**src/rtl/uart_tx_if.sv**
```systemverilog
// Handshake and line signals between a byte producer and the UART transmitter.
interface uart_tx_if;
  logic       tx_valid;
  logic [7:0] tx_data;
  logic       tx_ready;
  logic       tx_out;
  logic       tx_busy;
  logic       tx_done;

  modport master (
    output tx_valid, tx_data,
    input  tx_ready, tx_out, tx_busy, tx_done
  );

  modport slave (
    input  tx_valid, tx_data,
    output tx_ready, tx_out, tx_busy, tx_done
  );
endinterface

```
**src/rtl/uart_tx.sv**
```systemverilog
// UART transmitter: start bit, 8 data bits LSB-first, optional parity, 1 or 2 stop bits.
// Bit timing is derived from the system clock by an integer divisor.
module uart_tx #(
  parameter int CLOCK     = 100000000,
  parameter int BAUD_RATE = 9600,
  parameter int PARITY    = 0,
  parameter int STOP_BITS = 1
) (
  input  logic     clk_i,
  input  logic     rst_i,
  uart_tx_if.slave tx_if
);

  localparam int DIVISOR = CLOCK / BAUD_RATE;
  localparam int CNT_W   = (DIVISOR < 2) ? 1 : $clog2(DIVISOR);

  if (DIVISOR < 2) begin : g_div_check
    $error("uart_tx: CLOCK / BAUD_RATE must be at least 2");
  end
  if (PARITY < 0 || PARITY > 2) begin : g_parity_check
    $error("uart_tx: PARITY must be 0, 1 or 2");
  end
  if (STOP_BITS < 1 || STOP_BITS > 2) begin : g_stop_check
    $error("uart_tx: STOP_BITS must be 1 or 2");
  end

  typedef enum logic [2:0] {
    S_IDLE,
    S_START,
    S_DATA,
    S_PAR,
    S_STOP
  } state_e;

  state_e           state_q, state_d;
  logic [CNT_W-1:0] cnt_q, cnt_d;
  logic [2:0]       bit_idx_q, bit_idx_d;
  logic [7:0]       shift_q, shift_d;
  logic             parity_q, parity_d;
  logic             tx_out_q, tx_out_d;
  logic             done_q, done_d;
  logic             bit_end;

  assign bit_end = (cnt_q == CNT_W'(DIVISOR - 1));

  always_ff @(posedge clk_i) begin
    if (rst_i) begin
      state_q   <= S_IDLE;
      cnt_q     <= '0;
      bit_idx_q <= '0;
      shift_q   <= '0;
      parity_q  <= 1'b0;
      tx_out_q  <= 1'b1;
      done_q    <= 1'b0;
    end else begin
      state_q   <= state_d;
      cnt_q     <= cnt_d;
      bit_idx_q <= bit_idx_d;
      shift_q   <= shift_d;
      parity_q  <= parity_d;
      tx_out_q  <= tx_out_d;
      done_q    <= done_d;
    end
  end

  // The bit counter wraps at every bit boundary; bit_idx_q is reused to count stop bits.
  always_comb begin
    state_d   = state_q;
    cnt_d     = cnt_q;
    bit_idx_d = bit_idx_q;
    shift_d   = shift_q;
    parity_d  = parity_q;

    if (state_q != S_IDLE) begin
      cnt_d = bit_end ? '0 : cnt_q + CNT_W'(1);
    end

    case (state_q)
      S_IDLE: begin
        if (tx_if.tx_valid && tx_if.tx_ready) begin
          state_d   = S_START;
          shift_d   = tx_if.tx_data;
          parity_d  = ^tx_if.tx_data;
          cnt_d     = '0;
          bit_idx_d = '0;
        end
      end
      S_START: begin
        if (bit_end) state_d = S_DATA;
      end
      S_DATA: begin
        if (bit_end) begin
          shift_d = {1'b0, shift_q[7:1]};
          if (bit_idx_q == 3'd7) begin
            bit_idx_d = '0;
            state_d   = (PARITY != 0) ? S_PAR : S_STOP;
          end else begin
            bit_idx_d = bit_idx_q + 3'd1;
          end
        end
      end
      S_PAR: begin
        if (bit_end) state_d = S_STOP;
      end
      S_STOP: begin
        if (bit_end) begin
          if (bit_idx_q == 3'(STOP_BITS - 1)) begin
            bit_idx_d = '0;
            state_d   = S_IDLE;
          end else begin
            bit_idx_d = bit_idx_q + 3'd1;
          end
        end
      end
      default: state_d = S_IDLE;
    endcase
  end

  // Line level is decoded from the next state so the registered output lines up with it.
  always_comb begin
    tx_out_d = 1'b1;
    case (state_d)
      S_START: tx_out_d = 1'b0;
      S_DATA:  tx_out_d = shift_d[0];
      S_PAR:   tx_out_d = (PARITY == 2) ? ~parity_d : parity_d;
      default: tx_out_d = 1'b1;
    endcase
    done_d = (state_q == S_STOP) && (state_d == S_IDLE);
  end

  assign tx_if.tx_ready = (state_q == S_IDLE);
  assign tx_if.tx_busy  = (state_q != S_IDLE);
  assign tx_if.tx_out   = tx_out_q;
  assign tx_if.tx_done  = done_q;

endmodule

```
**src/flat_wrapper.sv**
```systemverilog
// flat-port wrapper written by rule: the top's interface ports become plain ports
module uart_tx_flat 
#(
  parameter int CLOCK     = 100000000,
  parameter int BAUD_RATE = 9600,
  parameter int PARITY    = 0,
  parameter int STOP_BITS = 1
)
  (clk_i, rst_i, tx_if_tx_valid, tx_if_tx_data, tx_if_tx_ready, tx_if_tx_out, tx_if_tx_busy, tx_if_tx_done);
  uart_tx_if tx_if_i ();
  input  logic clk_i;
  input  logic rst_i;
  input wire logic [$bits(tx_if_i.tx_valid)-1:0] tx_if_tx_valid;
  input wire logic [$bits(tx_if_i.tx_data)-1:0] tx_if_tx_data;
  output wire logic [$bits(tx_if_i.tx_ready)-1:0] tx_if_tx_ready;
  output wire logic [$bits(tx_if_i.tx_out)-1:0] tx_if_tx_out;
  output wire logic [$bits(tx_if_i.tx_busy)-1:0] tx_if_tx_busy;
  output wire logic [$bits(tx_if_i.tx_done)-1:0] tx_if_tx_done;
  assign tx_if_i.tx_valid = tx_if_tx_valid;
  assign tx_if_i.tx_data = tx_if_tx_data;
  assign tx_if_tx_ready = tx_if_i.tx_ready;
  assign tx_if_tx_out = tx_if_i.tx_out;
  assign tx_if_tx_busy = tx_if_i.tx_busy;
  assign tx_if_tx_done = tx_if_i.tx_done;
  uart_tx #(.CLOCK(CLOCK), .BAUD_RATE(BAUD_RATE), .PARITY(PARITY), .STOP_BITS(STOP_BITS)) u_core (.clk_i(clk_i), .rst_i(rst_i), .tx_if(tx_if_i));
endmodule
```
**config.mk**
```make
export PLATFORM = sky130hd
export DESIGN_NAME = uart_tx_flat
export DESIGN_NICKNAME = d
export VERILOG_FILES = /design/src/rtl/uart_tx_if.sv /design/src/rtl/uart_tx.sv /design/src/flat_wrapper.sv
export SDC_FILE = /design/constraint.sdc
export NUM_CORES = 1
export LEC_CHECK = 0
export ABC_AREA = 1
export CAP_MARGIN = 20
export CORE_MARGIN = 5
export CORE_UTILIZATION = 35
export CTS_CLUSTER_SIZE = 16
export DETAILED_ROUTE_END_ITERATION = 12
export PLACE_DENSITY = 0.5
export SYNTH_ARGS = -nofsm -noshare
export SYNTH_HDL_FRONTEND = slang
export SYNTH_SLANG_ARGS = --single-unit
```
**constraint.sdc**
```tcl
create_clock -name clk_i -period 3 [get_ports clk_i]
set_input_delay 0.3 -clock clk_i [delete_from_list [all_inputs] [get_ports clk_i]]
set_output_delay 0.3 -clock clk_i [all_outputs]
set_load 0.1 [all_outputs]
```
==> After elaboration in Yosys (flattened, before gate mapping) <==
Cells that the tools add are included.
{ "op_classes": {"add_sub_neg": 2, "eq_ne": 12, "n_mux": 24, "reduce_logical": 11} }
{ "ops": {"columns": ["operator", "n"], "rows": [
  ["$mux 14", 4],
  ["$mux 3", 12],
  ["$mux 8", 2],
  ["$pmux 8 s2", 1],
  ["$pmux 3 s5", 1],
  ["$add 14x1->14 const B", 1],
  ["$eq 14x14->1 const B", 1],
  ["$eq 3x2->1 const B", 4],
  ["$logic_not 3->1", 3],
  ["$pmux 3 s3", 1],
  ["$reduce_xor 8->1", 1],
  ["$eq 3x1->1 const B", 2],
  ["$eq 3x3->1 const B", 2],
  ["$reduce_bool 3->1", 2],
  ["$ne 2x1->1 const B", 2],
  ["$reduce_and 4->1", 1],
  ["$add 3x1->3 const B", 1],
  ["$pmux 1 s3", 1],
  ["$reduce_and 3->1", 1],
  ["$logic_and 1x1->1", 2],
  ["$mux 1", 2],
  ["$ne 2x2->1 const B", 1],
  ["$reduce_bool 2->1", 1]
]} }
{ "totals": {"regBits": 31, "in_bits": 11, "out_inout_bits": 4, "elab_cells": 57} }

==> Longest topological paths before layout <==
Gate-level depths: netlist of the first run.
{ "logic_depth": {"depth_word": 6, "ltp_mapped": 13, "depth_no_buf": 13} }

==> Worst setup path before layout of the first run <==
Ideal clock, no wire load.
{ "synth_timing": {"kind": "register to register", "startpoint": "reg u_core.state_q[2]", "endpoint": "reg u_core.bit_idx_q[0]", "setup_ns": 0.115, "t_arrival_ns": 1.766, "required_ns": 2.885, "slack_ns": 1.119, "stages_incl_launch_ff": 11, "n_path_buf": 0, "synth_period_minus_slack_ns": 1.881, "cell_sequence": "dfxtp_1 nor2_4 nand2_4 inv_2 nand2_2 nand2_1 nand2_1 nand2_1 inv_2 o21ai_1 nor2_1"} }
{ "synth_between": {"elab_chain_cells": 4} }
{ "synth_rtl": {"columns": ["item", "line_no", "text"], "rows": [
  ["from (decl)", "uart_tx.sv:35", "state_e state_q, state_d;"],
  ["from (signal assigned)", "uart_tx.sv:56", "state_q <= state_d;"],
  ["$logic_not 3->1 (*)", "uart_tx.sv:131", "assign tx_if.tx_ready = (state_q == S_IDLE);"],
  ["named net tx_if_tx_ready", "flat_wrapper.sv:15", "output wire logic [$bits(tx_if_i.tx_ready)-1:0] tx_if_tx_ready;"],
  ["$logic_and 1x1->1", "uart_tx.sv:80", "if (tx_if.tx_valid && tx_if.tx_ready) begin"],
  ["$ne 2x2->1 (no source line)", null, null],
  ["$reduce_and 4->1 (no source line)", null, null],
  ["to (signal assigned)", "uart_tx.sv:58", "bit_idx_q <= bit_idx_d;"],
  ["to (decl)", "uart_tx.sv:37", "logic [2:0] bit_idx_q, bit_idx_d;"]
]} }
The timed path passes the listed nets; every way through them passes the cells marked *.
A chain may end at the register's enable or synchronous reset.

==> Worst setup path after layout of the first run <==
{ "layout_timing": {"startpoint": "reg u_core.done_q, in the netlist u_core.tx_if.tx_done", "endpoint": "out tx_if_tx_done"} }
{ "layout_rtl": {"columns": ["item", "line_no", "text"], "rows": [
  ["from (decl)", "uart_tx.sv:41", "logic done_q, done_d;"],
  ["from (signal assigned)", "uart_tx.sv:62", "done_q <= done_d;"],
  ["to (decl)", "flat_wrapper.sv:18", "output wire logic [$bits(tx_if_i.tx_done)-1:0] tx_if_tx_done;"]
]} }
No word-level cell between the ends.

==> impl_metrics.tcl, run 1 <==
set metrics [dict create \
    place_hpwl_um 3260 \
    crit_buf_inv 1 \
    finalInstanceArea_um2 2200 \
    clockBufferDepth 2 \
    grt_pass1_wl_um 7580 \
    relSlewSlack_pct 35.4 \
    reg2reg_slack_ns 1.32 \
    synth_nets 328 \
    ioPinCount 15 \
    die-area_um2 7050 \
    vdd_drop_max_mv 0.236 \
    cp_top_family "buffers and inverters" \
    wl_per_cell_um 10.9 \
    clkLatencyLatePin_ns 0.28 \
    path_depth 1 \
    drt_wl_total_um 4370 \
    firstDrtPassIters 4 \
    placed_area_um2 2120 \
    gp_congestion 0.786 \
    syn_inst 313 \
    viasPerCell 4.60 \
    syn_area_um2 1910 \
    ys_seq_elements 31 \
    die_w_um 84.0 \
    status "complete, no violations" \
    drive_gt1_share_pct 10.0 \
    drc_errors 0 \
    cts_root_buf "clkbuf_8" \
    worst_pin_slew_ns 0.966 \
    drv_cap 0 \
    post_cts_buffers 0 \
    grt_max_degree 25 \
    final_util_pct 40.6 \
    crit_start "u_core.tx_if.tx_done$_SDFF_PP0_" \
    timing.fmax_ghz 0.494 \
    track_usage_pct 13.2 \
    fillCellCount 609 \
    cts-resized-gates 0 \
    crit_fanout 1 \
    critPathLaunchType "flip-flop" \
    hold_viol 0 \
    grt_pass1_vias 1708 \
    yosysTopAreaCellShare_pct 32.4 \
    drt.antenna.violating_nets 0 \
    cts_tree "yes" \
    period_needed_ns 2.02 \
    powerDensity_nw_per_um2 409 \
    crit_type "flip-flop to primary output" \
    rows 27 \
    cts_buffers 5 \
    slowest_stage "clkdlybuf4s50_1" \
    period_share_pct 67.5 \
    worstSetupEndpointType "primary output" \
    io_buffer_count 14 \
    vias 1848 \
    drt_iter0_markers 87 \
    synth-seq-area-share_pct 32.4 \
    rsz0062_at_grt "false" \
    fin_tns_setup_ns 0 \
    endpoint "tx_if_tx_done" \
    antenna_found_initial 0 \
    leakagePower_nw 1.04 \
    min_path_type "flip-flop to flip-flop" \
    synth_warnings 0 \
    syn2layout_area_growth_pct 14.7 \
    cts_sinks 31 \
    synth_area_leaders "dfxtp_1 (32%), nand2_1 (19%), inv_1 (8.6%), nor2_1 (6.1%), a21oi_1 (5.8%)" \
    multi_input_area_um2 1080 \
    ctsHoldBuffers 0 \
    required_ns 2.70 \
    yosysTopAreaCell "dfxtp_1" \
    core_um2 5410 \
    fin_nets 346 \
    avgSynthCellArea_um2 6.12 \
    n_antenna_cell 0 \
    grt_overflow 0 \
    reg2reg_to "u_core.cnt_q[11]$_SDFF_PP0_" \
    start_util_pct 35.4 \
    rr_worst_depth 10 \
    synth.distinct_cells 26 \
    htreeDepth 2 \
    clkTransAtPathRegs_ns 0.06 \
    seq_area_um2 621 \
    crit_path_max_incr_delay_ns 1.13 \
    arrival_ns 1.72 \
    worstPathCellList "clkdlybuf4s50_1" \
    finalClockSkew_ns 0.00155 \
    maxSlewViolCount 0 \
    r2r-start "u_core.cnt_q[0]$_SDFF_PP0_" \
    die-height_um 84.0 \
    setup_viol 0 \
]
worst min path at each step:
stage | end | slack [ns] | from | cells past startpoint
after floorplan | u_core.cnt_q[0]$_SDFF_PP0_ | 0.38 | rst_i | 1
after global placement | u_core.shift_q[7]$_SDFFE_PP0P_ | 0.46 | u_core.shift_q[7]$_SDFFE_PP0P_ | 2
after detailed placement | u_core.shift_q[7]$_SDFFE_PP0P_ | 0.46 | u_core.shift_q[7]$_SDFFE_PP0P_ | 2
after CTS | u_core.shift_q[7]$_SDFFE_PP0P_ | 0.47 | u_core.shift_q[7]$_SDFFE_PP0P_ | 2
after global routing | u_core.shift_q[7]$_SDFFE_PP0P_ | 0.49 | u_core.shift_q[7]$_SDFFE_PP0P_ | 2
final | u_core.shift_q[0]$_SDFF_PP0_ | 0.47 | u_core.shift_q[0]$_SDFF_PP0_ | 2
routing by layer:
layer / track usage, % / vias up / part of all wire, %
li1: - / 1014 / -
met1: 16.8 / 813 / 50
met2: 21.7 / 13 / 46
met3: 3.06 / 8 / 2.6
met4: 4.82 / 0 / 1.6
met5: 0 / - / 0
registers in the layout, summed over array words and instances, names as in the netlist:
register and count:
u_core.cnt_q 14, u_core.shift_q 8, u_core.bit_idx_q 3, u_core.state_q 3, u_core.parity_q 1, u_core.tx_if.tx_done 1, u_core.tx_if.tx_out 1
area by class of cell:
cell class,count,share of cell area [%]
multi-input combinational,227,49.1
sequential,31,28.3
inverter,51,8.72
timing repair buffer,15,6.50
tap,72,4.10
clock buffer,6,3.30
placed cells by master, fill, tap and decap left out, types with 3 or more instances in the layout:
cell type        instances
a21oi_1                 22
inv_1                   44
or2_2                    4
nand2_2                  3
clkbuf_8                 5
clkdlybuf4s50_1         12
o21ai_1                  6
dfxtp_1                 31
nor2_1                  31
nand4_1                  3
buf_4                    3
inv_2                    7
nand3_1                 22
o21ai_0                 13
ha_1                     4
nor2_2                   4
nand2_1                 99
where the power goes:
| group | internal, W | switching, W | total, W |
|---|---|---|---|
| Sequential | 0.000427 | 0.00000930 | 0.000436 |
| Combinational | 0.0000520 | 0.000108 | 0.000160 |
| Clock | 0.000154 | 0.000148 | 0.000302 |
| Total | 0.000633 | 0.000265 | 0.000898 |
cells in the mapped netlist, drive strengths merged:
cell type,number
nand4,3
nand3b,1
clkbuf,2
buf,2
nand3,24
o21ai,19
inv,51
nor2,37
xor2,2
a21oi,22
ha,4
nor3,3
a31oi,2
or2,4
a211oi,2
nand2,104
dfxtp,31
metrics by stage:
stage	setup slack (ns)	hold WS (ns)	power [W]	instances
floorplan	1.12	0.378	0.000560	313
global placement	1.28	0.458	0.000607	396
detailed placement	1.27	0.462	0.000607	396
CTS	0.964	0.471	0.000909	402
global route	0.934	0.492	0.000947	402
finish	0.975	0.468	0.000898	402
kinds of logic (layout without fill, tap and decap cells):
group,after synthesis,after routing,share of synthesized area [%]
AOI/OAI and AO/OA,45,45,12.2
xor gates and xnor gates,2,2,0.915
adders and majority gates,4,4,2.61
buffers and inverters,55,72,11.2
DFF,31,31,32.4
and+or+nand+nor,176,176,40.7
(Power assumes the default switching activity.)
==> run 2, diff against run 1 <==
--- a/config.mk
+++ b/config.mk
@@ -11,7 +11,7 @@
 export CORE_UTILIZATION = 35
 export CTS_CLUSTER_SIZE = 16
 export DETAILED_ROUTE_END_ITERATION = 12
-export PLACE_DENSITY = 0.5
+export PLACE_DENSITY = 0.52
 export SYNTH_ARGS = -nofsm -noshare
 export SYNTH_HDL_FRONTEND = slang
 export SYNTH_SLANG_ARGS = --single-unit
==> constraint.sdc (replaced) <==
create_clock -name clk_i -period 1.65 [get_ports clk_i]
set_input_delay 0.165 -clock clk_i [delete_from_list [all_inputs] [get_ports clk_i]]
set_output_delay 0.165 -clock clk_i [all_outputs]
set_load 0.1 [all_outputs]
==> run 2 against run 1 <==
- global-route usage rose by 0.56 points
- critical path depth rose by 7
- sequential share of layout area fell by 1.9 points
- critical path type is now flip-flop to flip-flop
- largest power group unchanged
- register-to-register slack got worse by 1.2 ns
- count of clock-buffer cells in the layout did not move
- setup slack got worse by 0.84 ns
==> impl_metrics.tcl, run 2 (same netlist as run 1, synthesis figures left out) <==
set metrics [dict create \
    ctsHoldBuffers 0 \
    start_util_pct 35.4 \
    seq_area_um2 623 \
    powerDensity_nw_per_um2 733 \
    required_ns 1.83 \
    cts_tree "yes" \
    drc_errors 0 \
    ioPinCount 15 \
    vdd_drop_max_mv 0.388 \
    wl_per_cell_um 11.4 \
    drt_wl_total_um 4710 \
    cts_sinks 31 \
    cts_root_buf "clkbuf_8" \
    power.share.sequential_pct 46.0 \
    finalInstanceArea_um2 2360 \
    arrival_ns 1.70 \
    p_switching_w 0.000510 \
    reg.largest.list "u_core.cnt_q x14, u_core.shift_q x8" \
    htreeDepth 2 \
    drt_iter0_markers 99 \
    die-height_um 84.0 \
    worst_pin_slew_ns 0.352 \
    setup_viol 0 \
    leakagePower_nw 1.12 \
    multi_input_area_um2 1130 \
    grt_pass1_vias 1700 \
    final_cell_mix "nand2_1 (98), inv_1 (44), nor2_1 (31), dfxtp_1 (29)" \
    clkLatencyLatePin_ns 0.28 \
    clockBufferDepth 2 \
    fin_nets 356 \
    crit_fanout 6 \
    final_common_cell "nand2_1" \
    clkTransAtPathRegs_ns 0.06 \
    fillCellCount 586 \
    place_hpwl_um 3540 \
    grt_max_degree 24 \
    period_needed_ns 1.52 \
    hold_viol 0 \
    clkPwrFrac_pct 35.1 \
    relSlewSlack_pct 76.5 \
    vias 1931 \
    drt.antenna.violating_nets 0 \
    grt_overflow 0 \
    power.total_w 0.00173 \
    syn2layout_area_growth_pct 23.3 \
    timing.fmax_ghz 0.659 \
    core_um2 5410 \
    p_comb_share_pct 18.9 \
    n_antenna_cell 0 \
    gp_congestion 0.781 \
    sw_frac_of_total_pct 29.5 \
    cts_buffers 5 \
    crit_type "flip-flop to flip-flop" \
    status "complete, no violations" \
    min_path_type "flip-flop to flip-flop" \
    drv_cap 0 \
    intPower_w 0.00122 \
    largest_register_ffs 14 \
    antenna_found_initial 0 \
    rows 27 \
    die-area_um2 7050 \
    grt_pass1_wl_um 7720 \
    rsz0062_at_grt "true" \
    whs_ns 0.467 \
    finalClockSkew_ns 0.00295 \
    worstSetupEndpointType "flip-flop" \
    die_w_um 84.0 \
    placed_area_um2 2200 \
    io_buffer_count 14 \
    maxSlewViolCount 0 \
    track_usage_pct 13.8 \
    viasPerCell 4.68 \
    critPathLaunchType "flip-flop" \
    firstDrtPassIters 4 \
    top_register "u_core.cnt_q" \
    period_share_pct 92.0 \
    drive_gt1_share_pct 15.2 \
]
[run 2: changes by cell type in the layout (fill, tap and decap cells not counted), moves of 2 or more]
| cell | change |
|---|---|
| buf_12 | +2 |
| buf_4 | +9 |
| clkdlybuf4s50_1 | -2 |
| dfxtp_1 | -2 |
| dfxtp_2 | +2 |
| inv_2 | -2 |
| nor2_4 | +2 |
[run 2: power groups by stage]
stage          logic (W)  clock network [W]  registers (W)
2_1_floorplan   0.000201                  0       0.000821
3_3_place_gp    0.000318                  0       0.000810
3_5_place_dp    0.000318                  0       0.000810
4_1_cts         0.000322           0.000635       0.000793
5_1_grt         0.000360           0.000670       0.000798
6_report        0.000326           0.000608       0.000795
[run 2: final cells by class]
| cell class | instances | share of cell area, % |
|---|---|---|
| Timing Repair Buffer | 24 | 9.76 |
| Multi-Input combinational cell | 228 | 47.8 |
| Clock buffer | 6 | 3.50 |
| Sequential cell | 31 | 26.4 |
| Inverter | 51 | 8.54 |
| Clock inverter | 1 | 0.212 |
| Tap cell | 72 | 3.82 |
[run 2: path summary, 6_finish.rpt]
check | from | to | slack [ns] | cells past startpoint
max | u_core.state_q[2]$_SDFF_PP0_ | u_core.tx_if.tx_out$_SDFF_PP1_ | 0.13 | 8
min | u_core.shift_q[0]$_SDFF_PP0_ | u_core.shift_q[0]$_SDFF_PP0_ | 0.47 | 2
min reg2reg | u_core.shift_q[0]$_SDFF_PP0_ | u_core.shift_q[0]$_SDFF_PP0_ | 0.47 | 2
max reg2reg | u_core.state_q[2]$_SDFF_PP0_ | u_core.tx_if.tx_out$_SDFF_PP1_ | 0.13 | 8
[run 2: per-layer routing]
| layer | up-vias | global-route usage, % | wire length, um |
|---|---|---|---|
| li1 | 1036 | - | - |
| met1 | 859 | 17.0 | 2320 |
| met2 | 28 | 23.1 | 2160 |
| met3 | 8 | 2.96 | 150 |
| met4 | 0 | 5.70 | 85 |
| met5 | - | 0 | 0 |
[run 2: worst max-delay path, stage by stage (launching register included)]
cell,delay [ns]
dfxtp_1,0.35
nor2_4,0.16
nand2_4,0.13
nor2_2,0.23
inv_1,0.16
o21ai_0,0.13
nor2_1,0.07
nor2_1,0.11
nand2_1,0.06
[run 2: through the flow]
stage | utilization [%] | setup WS (ns) | cells | setup TNS [ns]
2_1_floorplan | - | 0.0302 | 313 | 0
5_1_grt | 43.7 | -0.00559 | 413 | -0.00559
3_3_place_gp | 40.8 | -0.0393 | 403 | -0.0393
4_1_cts | 42.6 | 0.00957 | 411 | 0
3_5_place_dp | 40.8 | -0.0276 | 403 | -0.0466
6_report | 43.7 | 0.132 | 413 | 0
[run 2: timing repair]
action,4_1_cts,5_1_grt
gates cloned,1,0
setup endpoints to repair,2,27
setup buffers,0,2
pin swaps,1,2
gates resized for setup,2,9
